File: config.mk
export PLATFORM = sky130hd
export DESIGN_NAME = quant_writeback_ctrl
export DESIGN_NICKNAME = d
export VERILOG_FILES = /design/src/rtl/tpu_quant_pkg.sv /design/src/rtl/lane_saturate.sv /design/src/rtl/quant_writeback_ctrl.sv
export SDC_FILE = /design/constraint.sdc
export NUM_CORES = 1
export LEC_CHECK = 0
export ABC_AREA = 1
export CAP_MARGIN = 10
export CORE_MARGIN = 4
export CORE_UTILIZATION = 53
export CTS_BUF_LIST = sky130_fd_sc_hd__clkbuf_8
export DETAILED_ROUTE_END_ITERATION = 7
export PLACE_DENSITY = 0.89
export SYNTH_ARGS = -nofsm -noshare
export SYNTH_HDL_FRONTEND = slang
export SYNTH_SLANG_ARGS = --single-unit
File: constraint.sdc
create_clock -name clk -period 1.94 [get_ports clk]
set_clock_uncertainty 0.05 [all_clocks]
set_input_delay 0.388 -clock clk [delete_from_list [all_inputs] [get_ports clk]]
set_output_delay 0.388 -clock clk [all_outputs]
set_load 0.005 [all_outputs]
File: src/rtl/tpu_quant_pkg.sv
// Shared constants, state encoding and helpers for the quantizing write-back controller.
// Optional saturation counting is selected with QUANT_SAT_COUNT_EN (see quant_writeback_ctrl).
package tpu_quant_pkg;

    localparam int ARRAY_SIZE        = 8;
    localparam int SRAM_DATA_WIDTH   = 32;
    localparam int DATA_WIDTH        = 8;
    localparam int OUTPUT_DATA_WIDTH = 16;
    localparam int CUM_BITS_EXT      = 5;
    localparam int ORI_WIDTH         = 2 * DATA_WIDTH + CUM_BITS_EXT;
    localparam int ADDR_WIDTH        = 10;
    localparam int BEATS             = ARRAY_SIZE * OUTPUT_DATA_WIDTH / SRAM_DATA_WIDTH;
    localparam int ROW_WIDTH         = ARRAY_SIZE * OUTPUT_DATA_WIDTH;
    localparam int ROW_CNT_W         = (ARRAY_SIZE > 1) ? $clog2(ARRAY_SIZE) : 1;
    localparam int BEAT_CNT_W        = (BEATS > 1) ? $clog2(BEATS) : 1;

    localparam logic [OUTPUT_DATA_WIDTH-1:0] QMAX = {1'b0, {(OUTPUT_DATA_WIDTH-1){1'b1}}};
    localparam logic [OUTPUT_DATA_WIDTH-1:0] QMIN = {1'b1, {(OUTPUT_DATA_WIDTH-1){1'b0}}};
    // Clamp bounds sign-extended to the accumulator lane width for signed compares.
    localparam logic signed [ORI_WIDTH-1:0] QMAX_EXT = ORI_WIDTH'(signed'(QMAX));
    localparam logic signed [ORI_WIDTH-1:0] QMIN_EXT = ORI_WIDTH'(signed'(QMIN));

    typedef enum logic [1:0] {
        ST_IDLE     = 2'd0,
        ST_WAIT_ROW = 2'd1,
        ST_WRITE    = 2'd2,
        ST_DONE     = 2'd3
    } wb_state_e;

    function automatic logic [15:0] count_ones(input logic [ARRAY_SIZE-1:0] flags);
        logic [15:0] n;
        n = 16'd0;
        for (int i = 0; i < ARRAY_SIZE; i++) begin
            n = n + {15'd0, flags[i]};
        end
        return n;
    endfunction

    function automatic logic [15:0] sat_add16(input logic [15:0] acc, input logic [15:0] inc);
        logic [16:0] sum;
        sum = {1'b0, acc} + {1'b0, inc};
        return sum[16] ? 16'hFFFF : sum[15:0];
    endfunction

endpackage

File: src/rtl/lane_saturate.sv
// Combinational signed clamp of one accumulator lane to the quantized output width.
// With QUANT_SAT_COUNT_EN defined it also flags lanes that took a clamp branch.
module lane_saturate
    import tpu_quant_pkg::*;
(
    input  logic [ORI_WIDTH-1:0]         i_lane,
`ifdef QUANT_SAT_COUNT_EN
    output logic                         o_sat,
`endif
    output logic [OUTPUT_DATA_WIDTH-1:0] o_q
);

    logic signed [ORI_WIDTH-1:0] w_x;
    logic                        w_sat;

    assign w_x = signed'(i_lane);

    // Clamp to the signed output range; in-range values pass their low bits.
    always_comb begin
        o_q   = i_lane[OUTPUT_DATA_WIDTH-1:0];
        w_sat = 1'b0;
        if (w_x >= QMAX_EXT) begin
            o_q   = QMAX;
            w_sat = 1'b1;
        end else if (w_x <= QMIN_EXT) begin
            o_q   = QMIN;
            w_sat = 1'b1;
        end else begin
            o_q   = i_lane[OUTPUT_DATA_WIDTH-1:0];
            w_sat = 1'b0;
        end
    end

`ifdef QUANT_SAT_COUNT_EN
    assign o_sat = w_sat;
`else
    logic w_unused_sat;
    assign w_unused_sat = w_sat;
`endif

endmodule

File: src/rtl/quant_writeback_ctrl.sv
// Writes one quantized output tile (ARRAY_SIZE rows, BEATS SRAM words per row) to SRAM.
// Define QUANT_SAT_COUNT_EN to add the per-tile saturated-lane counter output sat_count.
module quant_writeback_ctrl
    import tpu_quant_pkg::*;
(
    input  logic                             clk,
    input  logic                             rst_n,
    input  logic                             start,
    input  logic [ADDR_WIDTH-1:0]            base_addr,
    input  logic                             acc_valid,
    output logic                             acc_ready,
    input  logic [ARRAY_SIZE*ORI_WIDTH-1:0]  acc_data,
    output logic                             sram_we,
    output logic [ADDR_WIDTH-1:0]            sram_addr,
    output logic [SRAM_DATA_WIDTH-1:0]       sram_wdata,
`ifdef QUANT_SAT_COUNT_EN
    output logic [15:0]                      sat_count,
`endif
    output logic                             busy,
    output logic                             done
);

    wb_state_e               r_state;
    wb_state_e               w_state_nxt;
    logic [ADDR_WIDTH-1:0]   r_addr;
    logic [ROW_CNT_W-1:0]    r_row_cnt;
    logic [BEAT_CNT_W-1:0]   r_beat_cnt;
    logic [ROW_WIDTH-1:0]    r_row_buf;
    logic [ROW_WIDTH-1:0]    w_sat_row;
    logic [ARRAY_SIZE-1:0]   w_sat_flags;
    logic                    w_last_beat;
    logic                    w_last_row;
    logic                    w_take_row;

    genvar g;
    for (g = 0; g < ARRAY_SIZE; g++) begin : g_lane
        lane_saturate u_sat (
            .i_lane (acc_data[g*ORI_WIDTH +: ORI_WIDTH]),
`ifdef QUANT_SAT_COUNT_EN
            .o_sat  (w_sat_flags[g]),
`endif
            .o_q    (w_sat_row[g*OUTPUT_DATA_WIDTH +: OUTPUT_DATA_WIDTH])
        );
`ifndef QUANT_SAT_COUNT_EN
        assign w_sat_flags[g] = 1'b0;
`endif
    end

    assign w_last_beat = (r_beat_cnt == BEAT_CNT_W'(BEATS - 1));
    assign w_last_row  = (r_row_cnt == ROW_CNT_W'(ARRAY_SIZE - 1));
    assign w_take_row  = (r_state == ST_WAIT_ROW) && acc_valid;

    // State register.
    always_ff @(posedge clk or negedge rst_n) begin
        if (!rst_n) begin
            r_state <= ST_IDLE;
        end else begin
            r_state <= w_state_nxt;
        end
    end

    // Next-state decode.
    always_comb begin
        w_state_nxt = r_state;
        case (r_state)
            ST_IDLE: begin
                if (start) w_state_nxt = ST_WAIT_ROW;
                else       w_state_nxt = ST_IDLE;
            end
            ST_WAIT_ROW: begin
                if (acc_valid) w_state_nxt = ST_WRITE;
                else           w_state_nxt = ST_WAIT_ROW;
            end
            ST_WRITE: begin
                if (w_last_beat) w_state_nxt = w_last_row ? ST_DONE : ST_WAIT_ROW;
                else             w_state_nxt = ST_WRITE;
            end
            ST_DONE: w_state_nxt = ST_IDLE;
            default: w_state_nxt = ST_IDLE;
        endcase
    end

    // Address, row/beat counters and quantized row buffer.
    always_ff @(posedge clk or negedge rst_n) begin
        if (!rst_n) begin
            r_addr     <= '0;
            r_row_cnt  <= '0;
            r_beat_cnt <= '0;
            r_row_buf  <= '0;
        end else begin
            case (r_state)
                ST_IDLE: begin
                    if (start) begin
                        r_addr    <= base_addr;
                        r_row_cnt <= '0;
                    end
                end
                ST_WAIT_ROW: begin
                    if (acc_valid) begin
                        r_row_buf  <= w_sat_row;
                        r_beat_cnt <= '0;
                    end
                end
                ST_WRITE: begin
                    r_addr <= r_addr + ADDR_WIDTH'(1);
                    if (w_last_beat) begin
                        if (!w_last_row) r_row_cnt <= r_row_cnt + ROW_CNT_W'(1);
                    end else begin
                        r_beat_cnt <= r_beat_cnt + BEAT_CNT_W'(1);
                    end
                end
                default: begin
                    r_addr <= r_addr;
                end
            endcase
        end
    end

`ifdef QUANT_SAT_COUNT_EN
    logic [15:0] r_sat_count;

    // Per-tile saturated-lane count, sticky at 0xFFFF.
    always_ff @(posedge clk or negedge rst_n) begin
        if (!rst_n) begin
            r_sat_count <= 16'd0;
        end else if ((r_state == ST_IDLE) && start) begin
            r_sat_count <= 16'd0;
        end else if (w_take_row) begin
            r_sat_count <= sat_add16(r_sat_count, count_ones(w_sat_flags));
        end else begin
            r_sat_count <= r_sat_count;
        end
    end

    assign sat_count = r_sat_count;
`else
    logic w_unused_flags;
    assign w_unused_flags = (|w_sat_flags) | w_take_row;
`endif

    assign acc_ready  = (r_state == ST_WAIT_ROW);
    assign sram_we    = (r_state == ST_WRITE);
    assign sram_addr  = r_addr;
    assign sram_wdata = r_row_buf[int'(r_beat_cnt)*SRAM_DATA_WIDTH +: SRAM_DATA_WIDTH];
    assign busy       = (r_state == ST_WAIT_ROW) || (r_state == ST_WRITE);
    assign done       = (r_state == ST_DONE);

endmodule

After elaboration in Yosys (flattened, before gate mapping):

Index checks and enable logic that the tools add are counted.

* bits in registers: 145
* bits of input ports: 182
* output and inout bits: 46
* word-level logic and storage cells: 73

* add/sub/neg operators: 3
* $lt $le $gt $ge: 16
* equality and inequality tests: 10
* shift operators: 1
* muxes and demuxes: 30
* reduce and logical (&&, ||, !) cells: 8

Operator list (count)
* 16-bit two-way mux: 16
* 21-bit by 16-bit >= comparator with 1-bit output (second input constant): 8
* 21-bit by 16-bit less-or-equal comparator with 1-bit output (second input constant): 8
* 128-bit by 8-bit indexed part select with 32-bit output: 1
* 10-bit case mux with 2 select lines: 1
* 10-bit by 1-bit adder with 10-bit output (second input constant): 1
* 10-bit two-way mux: 1
* 2-bit two-way mux: 5
* 3-bit two-way mux: 3
* 2-bit != test (second input constant): 4
* 2-bit case mux with 4 select lines: 1
* 2-bit equality test (second input constant): 3
* 3-bit case mux with 2 select lines: 1
* 2-bit case mux with 2 select lines: 1
* 2-bit AND reduction: 2
* 4-bit AND reduction: 1
* 2-bit nonzero test: 2
* 3-bit by 1-bit adder with 3-bit output (second input constant): 1
* 3-bit equality test (second input constant): 1
* 3-bit AND reduction: 1
* 2-bit by 1-bit adder with 2-bit output (second input constant): 1
* 2-bit by 1-bit equality test with 1-bit output (second input constant): 1
* 2-bit logical NOT: 1
* 2-bit by 1-bit != test with 1-bit output (second input constant): 1
* 2 further kinds: 2

Logic depth before layout (Yosys ltp):

Gate-level depths: netlist (run 1).

* word-level depth: 4
* gate-level depth with buffers: 10
* mapped depth without buffers: 9

Cells and area by module:

A second synthesis (run 1) with hierarchy kept.

* cell total of the unflattened synthesis: 1208
* area, all modules: 10048.4 um^2

Modules (own cells, without submodules)
* quant_writeback_ctrl: instances 1, cells each 600, area each 7205.7 um^2, seq. area each 3628.5 um^2
* lane_saturate: instances 8, cells each 76, area each 355.3 um^2, seq. area each 0.0 um^2

Least setup slack after synthesis (run 1):

OpenSTA, ideal clock, no wires.

* path kind: register to output
* start point: register r_beat_cnt[0]
* end point: output sram_wdata[0]
* arrival time: 1159 ps
* data required time: 1502 ps
* slack: 343 ps
* cell stages (with the launch flop): 7
* path buffers: 3
* cell sequence: dfrtp_1 buf_2 inv_1 buf_2 buf_2 nor2_1 o22ai_1

* word-level cells in the longest chain between the ends: 1

RTL lines
* start: declaration: RTL line quant_writeback_ctrl.sv:27 `logic [BEAT_CNT_W-1:0] r_beat_cnt;`
* start signal: assignment: RTL line quant_writeback_ctrl.sv:109 `r_beat_cnt <= r_beat_cnt + BEAT_CNT_W'(1);`
* 128-bit by 8-bit indexed part select with 32-bit output: RTL line quant_writeback_ctrl.sv:144 `assign sram_wdata = r_row_buf[int'(r_beat_cnt)*SRAM_DATA_WIDTH +: SRAM_DATA_WIDTH];`
* end: declaration: RTL line quant_writeback_ctrl.sv:15 `output logic [SRAM_DATA_WIDTH-1:0] sram_wdata,`

No other way between the ends.

Final worst setup path (run 1):

* start point: register r_beat_cnt[0]
* end point: output sram_wdata[9]

The elaborated chain is that of the path after synthesis.

==> results of run 1 <==
metrics by stage:
stage	utilization	power [mW]	cell area (um2)	hold slack (ns)	std cells
global placement	0.707	12.7	12800	0.302	1914
global route	0.765	18.0	13900	0.418	1968
finish	0.765	17.2	13900	0.390	1968
CTS	0.757	16.3	13700	0.396	1967
detailed placement	0.707	12.9	12800	0.310	1914
floorplan	-	9.08	9910	0.0424	1458
layout by cell type, fill, tap and decap left out, types with 5 or more instances in the layout:
cell type and n:
nand2_1 664, clkdlybuf4s50_1 190, nor2_1 180, dfrtp_1 141
nand3_2 88, buf_4 51, nand3_1 50, inv_1 41
o21ai_2 37, o21ai_1 34, buf_2 32, buf_12 32
o21ai_0 28, o22ai_2 23, clkbuf_8 20, nor2_4 14
inv_2 9, o22ai_1 9, nor2_2 9, nand4_1 9
nor3_2 8, a21oi_1 7, buf_16 7, o21ai_4 6
nor3_1 6, ha_1 6, buf_6 5
power by group:
group | total, mW | switching [mW] | internal [mW]
logic | 8.75 | 4.78 | 3.98
registers | 6.20 | 1.69 | 4.51
clock network | 2.23 | 1.15 | 1.07
total | 17.2 | 7.61 | 9.57
state kept, by name, summed over array words and instances, names as in the netlist:
register,cells
r_row_buf,128
sram_addr,10
r_row_cnt,3
r_beat_cnt,2
r_state,2
cells in the mapped netlist (all sizes together) (3+ instances only):
cell	instances	area [um2]
nand3b	3	22.5
buf	42	374
ha	8	100
o22ai	33	206
nand2	667	2510
dfrtp	145	3630
xor2	3	26.3
nand3	138	1130
nand4	9	56.3
nor3	14	110
a21oi	7	35.0
nor2	203	762
clkbuf	31	176
o21ai	105	567
inv	47	176
final cells by class:
class                   instances  area, um2  share of cell area
clock inverters                10       72.6             0.00523
flip-flops and latches        145       3630               0.262
repair buffers                326       3440               0.247
multi-input cells            1191       6000               0.432
inverters                      47        179              0.0129
well taps                     229        287              0.0206
clock buffers                  20        275              0.0198
per-layer routing:
metal,GRT usage,routed length [um],vias to the layer above,share of wire
met1,0.411,13200,5175,0.37
met5,0,0,-,0
met2,0.545,16700,731,0.47
li1,-,-,5207,-
met4,0.156,2060,0,0.058
met3,0.0779,3710,173,0.10
repair_timing:
action | 4_1_cts | 5_1_grt
hold buffers | 1 | 0
gates cloned | 8 | 0
resized for setup | 280 | 46
endpoints found under the hold margin | 39 | 0
endpoints found under the setup margin | 36 | 42
pin swaps | 38 | 13
setup buffers | 14 | 2
worst paths after layout:
| check | from | end | slack, ns | depth (start not counted) |
|---|---|---|---|---|
| worst max-delay path | r_beat_cnt[0] | sram_wdata[9] | -0.34 | 7 |
| worst min-delay path | rst_n | r_row_buf[112] | 0.39 | 2 |
| max in group asynchronous | rst_n | r_row_buf[30] | 0.83 | 3 |
| min in group clk | r_row_buf[51] | r_row_buf[51] | 0.44 | 2 |
| worst min register to register | r_row_buf[51] | r_row_buf[51] | 0.44 | 2 |
| worst max register to register | r_state[0] | r_beat_cnt[1] | 0.15 | 9 |
cell families (layout without fill, tap and decap cells):
group / count (synthesis) / in the layout / synth area share
buffers and inverters: 122 / 403 / 0.0759
AO/OA/AOI/OAI: 146 / 146 / 0.0822
XOR/XNOR: 3 / 3 / 0.00265
AND/OR/NAND/NOR: 1034 / 1034 / 0.463
adder cells (fa/ha/maj): 8 / 8 / 0.0101
flip-flops: 145 / 145 / 0.366
==> impl.org, run 1 <==
** Outcome
- The flow ran to the end, but the final reports show violations.
- The final reports fail on setup timing.

** Setup path
- Data on the critical path is required at its endpoint by 1.50 ns.
- STA classifies the critical path endpoint as an output pin.
- The largest individual stage delay along the critical path comes from the cell dfrtp_2.
- On the worst path, the slowest cell contributes a delay of 0.45 ns.
- STA classifies the critical path startpoint as a flop.
- Critical path buffers and inverters :: 5
- Crit path top cell by count :: buf_8
- Walking the worst path, the cells encountered are inv_4 > buf_12 > buf_8 > buf_8 > nor2_2 > o22ai_2 > buf_2.
- Family with the most delay on the worst path :: buffers and inverters
- Of all nets on the critical path, the largest fanout is 6.
- The setup path with the least slack is of type flop to output pin.
- Critical path data arrival time :: 1.84 ns

** Detailed routing
- The final route contains 11300 vias.
- Using the TritonRoute via totals, the vias-per-cell ratio works out to 5.73.
- After detailed routing, the average wire length per cell comes to 18.1 um.
- In this run the remaining antenna-violating nets after routing total 0.
- After the first detailed-routing iteration, the DRC count stood at 1242.
- Drc violations :: 0
- Total Routed Length :: 35.6 mm
- The first TritonRoute pass finished after 6 iterations.

** Clocking
- Clock buffers created by TritonCTS :: 17
- Post-CTS clock slew at the launch and capture registers of the worst setup and hold paths :: 0.08 ns
- Maximum clock insertion buffer count :: 2
- The H-tree was split into 4 levels.
- The tree built by TritonCTS fans out to 145 sinks.
- The clock reaches the later pin of the worst-skew pair after 0.46 ns.
- Buffer type at the clock tree root :: clkbuf_8
- TritonCTS built the clock tree.

** Synth
- The most used flip-flop cell after synthesis is dfrtp_1.
- Number of cells produced by synthesis :: 1458
- Fraction of synthesis flops using an asynchronous set or reset pin :: 1.00
- Mapped Nets :: 1648
- The cell area that synthesis handed to floorplanning was 9910 um2.
- Per-instance average area after synthesis :: 6.80 um2
- The Yosys step of the flow raised 0 warnings.
- Counting flops with a built-in enable in the synthesized netlist gives 0.
- Of the synthesized area, sequential elements account for 0.366.
- Synthesis instantiated 27 different standard cells from the library.
- Synthesis inferred 145 register bits.

** Floorplan
- The die covers 21000 um2.
- Std-Cell Rows :: 49
- Core Region :: 18100 um2
- 228 I/O pins were placed.
- Horizontal extent of the die :: 145 um
- In this run the vertical extent of the chip is 145 um.
- For this configuration, the core starts out at a cell density of 0.546.

** Power and ir drop
- LEAKAGE :: 6.74 nW
- Pwr per Cell Area :: 1240 nW/um2
- IR Drop Worst-Case VDD :: 861 uV

** STA
- Endpoints failing hold :: 0
- Worst rel slew slack :: 0.637
- Across all setup checks in the final design, the least slack found is -0.335 ns.
- The worst path in the final design needs a cycle of 2.28 ns, including I/O delays and setup.
- Setup repair after global routing missed its margin :: yes
- Highest attainable clock frequency :: 439 MHz
- The final-report max-slew violation count is 0.
- At the pin with the least slew margin, the transition time is 0.545 ns.
- Setup TNS Final :: -6.55 ns
- In the finished design, the share of the clock period the worst path needs comes to 1.17.
- Final setup violation count :: 32

** GRT
- The first global-routing pass estimated 54.5 mm of wire.
- Entering global routing, the biggest net connects 57 pins.
- Total Routing Usage GR :: 0.331
- Total congestion overflow :: 0
- Initial antenna violation count :: 0
- Vias in the first global route :: 10700

** Finish
- For this run, the post-layout net count is 1918.
- Filler cell count in the final layout :: 1215
- 0 antenna diodes ended up in the layout.
- Of the cells placed in the final design, the portion with a size suffix greater than 1 is 0.209.
- Area growth from synthesis to layout :: 40.1%

** Placed design
- Port buffer count :: 227
- Routability-driven placement finished with a final weighted congestion of 1.03.
- OpenSTA, run right after detailed placement, puts the worst setup slack at -0.246 ns.
- Detail Placement HPWL :: 24.8 mm

** Run
- Across the run, the number of max-cap violations was 0.

** Min path
- Worst min path class :: input port to async pin
No activity file was read; power rests on OpenSTA's default activity.
==> inputs of run 2 (changes only) <==
- CTS_CLUSTER_DIAMETER: unset -> 200
==> results of run 2 <==
The final DEF is identical to that of run 1; final timing and power are the same.
==> inputs of run 3 (changes only) <==
- ABC_AREA: 1 -> unset
- CORE_UTILIZATION: 53 -> 51
==> run 3 against run 2 <==
The run still ends with setup timing left. Global-route usage fell by 3.6 points. Design area fell by 9.4%. Count of clock-buffer cells in the layout fell by 2. Utilization fell by 0.35 points. Final cell count fell by 21%.
==> impl.org, run 3 <==
** GRT
- Total congestion overflow :: 0 (unchanged)
- Vias in the first global route :: 8831 (-18%)
- The total routing usage reported by global routing was 0.295 (-0.0359).
- Initial antenna violation count :: 0 (unchanged)
- The global-route wire length before repair is 43.3 mm (-21%).
- Pin count of the biggest net entering global routing :: 52 (-8.8%)

** Floorplan
- The floorplan die width was 137 um (-5.0%).
- The area of the die is 18900 um2 (-9.8%).
- Y dimension of the die :: 137 um (-5.0%)
- The number of ports placed on the die boundary was 228 (unchanged).
- The count of standard-cell rows was 47 (-4.1%).
- Core Region :: 16500 um2 (-8.9%)
- The starting density of the core came to 0.517 (-0.0289).

** Power and ir drop
- The total power density per cell area is 1260 nW/um2 (+1.5%).
- The largest voltage drop on the vdd net came to 654 uV (-24%).
- LEAKAGE :: 5.38 nW (-20%)

** Finish
- The number of flip-flops under the largest register name was 128 (unchanged).
- Counting flops per register, the top entry is r_row_buf.
- Number of nets at the end of the flow :: 1512 (-21%)
- From synthesis to final layout, the design area changed by 47.2%.
- The number of antenna diodes was 0 (unchanged).
- The library cell used most frequently in the layout, excluding fill and tap cells, is a21oi_1.
- The area of all placed cells without fillers was 12600 um2 (-9.4%).
- Layout cell share with drive strength beyond 1 :: 0.215 (+0.00624)
- Most frequent cells in the layout :: a21oi_1, clkdlybuf4s50_1, dfrtp_1
- The post-route core utilization came to 0.762 (-0.00352).

** Synth
- Number of cells produced by synthesis :: 988 (-32%)
- Count of warnings emitted by yosys :: 0 (unchanged)
- Most common library cells after synthesis :: a21oi_1, dfrtp_1, nor2_1, o21ai_0, inv_1
- The area share of the largest cell type after synthesis came to 0.424 (+0.0584).
- Yosys instantiated no cell more often than a21oi_1.
- The unique cell type count in the Yosys netlist is 28 (+3.7%).
- Number of synthesized register bits :: 145 (unchanged)
- Synthesized cell area :: 8550 um2 (-14%)
- Number of synthesized flops with an enable pin :: 0 (unchanged)
- Per-instance average area after synthesis :: 8.65 um2 (+27%)
- Mapped Nets :: 1178 (-29%)
- Most used flip-flop cell after synthesis :: dfrtp_1
- The share of synthesized flip-flops with an asynchronous set or reset came to 1.00 (unchanged).
- The biggest area contributor in the post-synthesis netlist is dfrtp_1.
- Post-synthesis sequential area ratio :: 0.424 (+0.0584)
- After synthesis, the cell types taking the most area are dfrtp_1, a21oi_1, mux4_2.

** Setup path
- Worst reg2reg path depth :: 9 (unchanged)
- Critical path data arrival time :: 1.78 ns (-0.06 ns)
- Startpoint of the lowest-slack register-to-register path :: r_beat_cnt[0]
- The largest fanout of any net on the critical path was 7 (+1).
- Crit. Startpoint :: r_beat_cnt[0]
- Worst Setup Start Kind :: flop
- Family with the most delay on the worst path :: multiplexers
- Crit path top cell by count :: buf_12
- The depth of the critical timing path with buffers and inverters included came to 4 (-3).
- The signal on the critical path passes through buf_12 > buf_12 > mux4_2 > buf_6.
- Standard cell with the maximum stage delay on the critical path :: mux4_2
- The setup slack of the worst register-to-register path is 0.03 ns (-0.12 ns).
- The critical path in this run is classified as flop to output pin.
- Slowest Stage Delay on Critical Path :: 0.55 ns (+0.10 ns)
- FF-to-FF End :: r_row_cnt[0]
- Data required time of the worst path :: 1.50 ns (about the same)
- Critical path buffers and inverters :: 3 (-2)
- Critical Path Sink Type :: output pin

** Detailed routing
- Via Count :: 9022 (-20%)
- The wire length after detailed routing is 29.0 mm (-19%).
- Via-per-instance ratio :: 5.80 (+1.2%)
- The initial detailed-routing violation count came to 813 (-35%).
- Drc violations :: 0 (unchanged)
- The number of iterations in the first detailed-routing pass was 7 (+1).
- Post-detailed-route count of antenna-violating nets :: 0 (unchanged)
- The routed length per instance was 18.6 um (+2.9%).

** STA
- Endpoints failing hold :: 0 (unchanged)
- The final-report max-slew violation count is 0 (unchanged).
- Highest attainable clock frequency :: 450 MHz (+2.4%)
- Worst-Margin Slew :: 0.659 ns (+0.114 ns)
- Setup repair after global routing missed its margin :: yes
- The setup slack after layout was -0.283 ns (+0.0525 ns).
- The shortest clock period the worst path allows after layout is 2.22 ns (-0.0525 ns).
- Worst rel slew slack :: 0.561 (-0.0759)
- The post-route fraction of the period consumed by the critical path was 1.15 (-0.0271).
- Final setup violation count :: 32 (unchanged)

** Outcome
- The final reports fail on setup timing.
- Run status :: complete, but fails checks

** Clocking
- The clock transition time at the flip-flop clock pins of the worst setup and hold paths is 0.08 ns (about the same).
- Clock buffers created by TritonCTS :: 17 (unchanged)
- The number of levels in the clock H-tree is 4 (unchanged).
- The clock latency at the later pin of the worst-skew pair is 0.44 ns (-0.02 ns).
- Maximum clock insertion buffer count :: 2 (unchanged)
- TritonCTS clock tree :: built
- Clock sink total :: 145 (unchanged)
- The root buffer cell chosen for the clock tree is clkbuf_8.

** Placed design
- The total cell area at the placement stage is 12000 um2 (-6.3%).
- Routability Congestion :: 0.936 (-8.9%)
- The half-perimeter wire length of the detailed placement result came to 21.0 mm (-15%).
- Port buffer count :: 227 (unchanged)

** Run
- The number of maximum-capacitance constraint violations came to 0 (unchanged).

** Min path
- Worst min path class :: input port to async pin
[run 3: cell type report]
| class | count | area, um2 |
|---|---|---|
| Clock buffer | 18 | 248 |
| Clock inverter | 14 | 214 |
| Fill cell | 1107 | 3940 |
| Inverter | 116 | 435 |
| Multi-Input combinational cell | 663 | 4210 |
| Sequential cell | 145 | 3630 |
| Tap cell | 220 | 275 |
| Timing Repair Buffer | 379 | 3570 |
[run 3: kinds of logic (layout without fill, tap and decap cells)]
kind of cell,Yosys count,in the layout,synth area share
and+or+nand+nor,222,222,0.121
DFF,145,145,0.424
adders and majority gates,8,8,0.0117
buffers and inverters,180,527,0.0893
muxes,50,50,0.107
AOI/OAI and AO/OA,383,383,0.247
[run 3: report_power, final]
group	internal, mW	switching [mW]	total, mW
registers	4.54	1.33	5.88
clock network	1.56	1.21	2.77
logic	3.83	3.32	7.15
total	9.94	5.86	15.8
[run 3: what timing repair did]
action | 4_1_cts | 5_1_grt
hold buffers | 1 | 0
gates cloned | 2 | 1
setup endpoints to repair | 36 | 40
gates resized for setup | 148 | 19
endpoints found under the hold margin | 32 | 0
pin swaps | 2 | 1
setup buffers | 8 | 2
[run 3: worst reg2reg max path: stages (launching register included)]
cell and delay, ns:
dfrtp_2 0.43, buf_4 0.15, buf_12 0.13, buf_4 0.13, buf_4 0.14, ha_4 0.17, nand2b_4 0.09, nor2_2 0.06
mux2_2 0.27, a22o_1 0.19
[run 3: metrics by stage]
| stage | setup slack, ns | power [mW] | cells | TNS [ns] | hold WS (ns) |
|---|---|---|---|---|---|
| after floorplan | 0.126 | 9.13 | 988 | 0 | 0.0424 |
| after global placement | -0.362 | 12.4 | 1512 | -17.89 | 0.253 |
| after detailed placement | -0.401 | 12.8 | 1512 | -21.79 | 0.255 |
| after CTS | -0.361 | 15.5 | 1554 | -8.84 | 0.342 |
| after global routing | -0.333 | 16.7 | 1555 | -9.43 | 0.367 |
| final | -0.283 | 15.8 | 1555 | -7.42 | 0.356 |
[run 3: how the worst max path moves through the flow]
stage                     end  slack (ns)
3_3_place_gp    r_row_buf[50]       -0.36
4_1_cts         sram_wdata[8]       -0.36
6_report        sram_wdata[3]       -0.28
2_1_floorplan  r_row_buf[112]        0.13
5_1_grt         sram_wdata[3]       -0.33
3_5_place_dp    r_row_buf[49]       -0.40
[run 3: per-layer routing]
metal  global-route usage  share of wire  vias to the layer above
met5                    0              0                        -
li1                     -              -                     4170
met2                0.483           0.48                      460
met1                0.390           0.41                     4323
met3               0.0562          0.086                       69
met4                0.110          0.028                        0
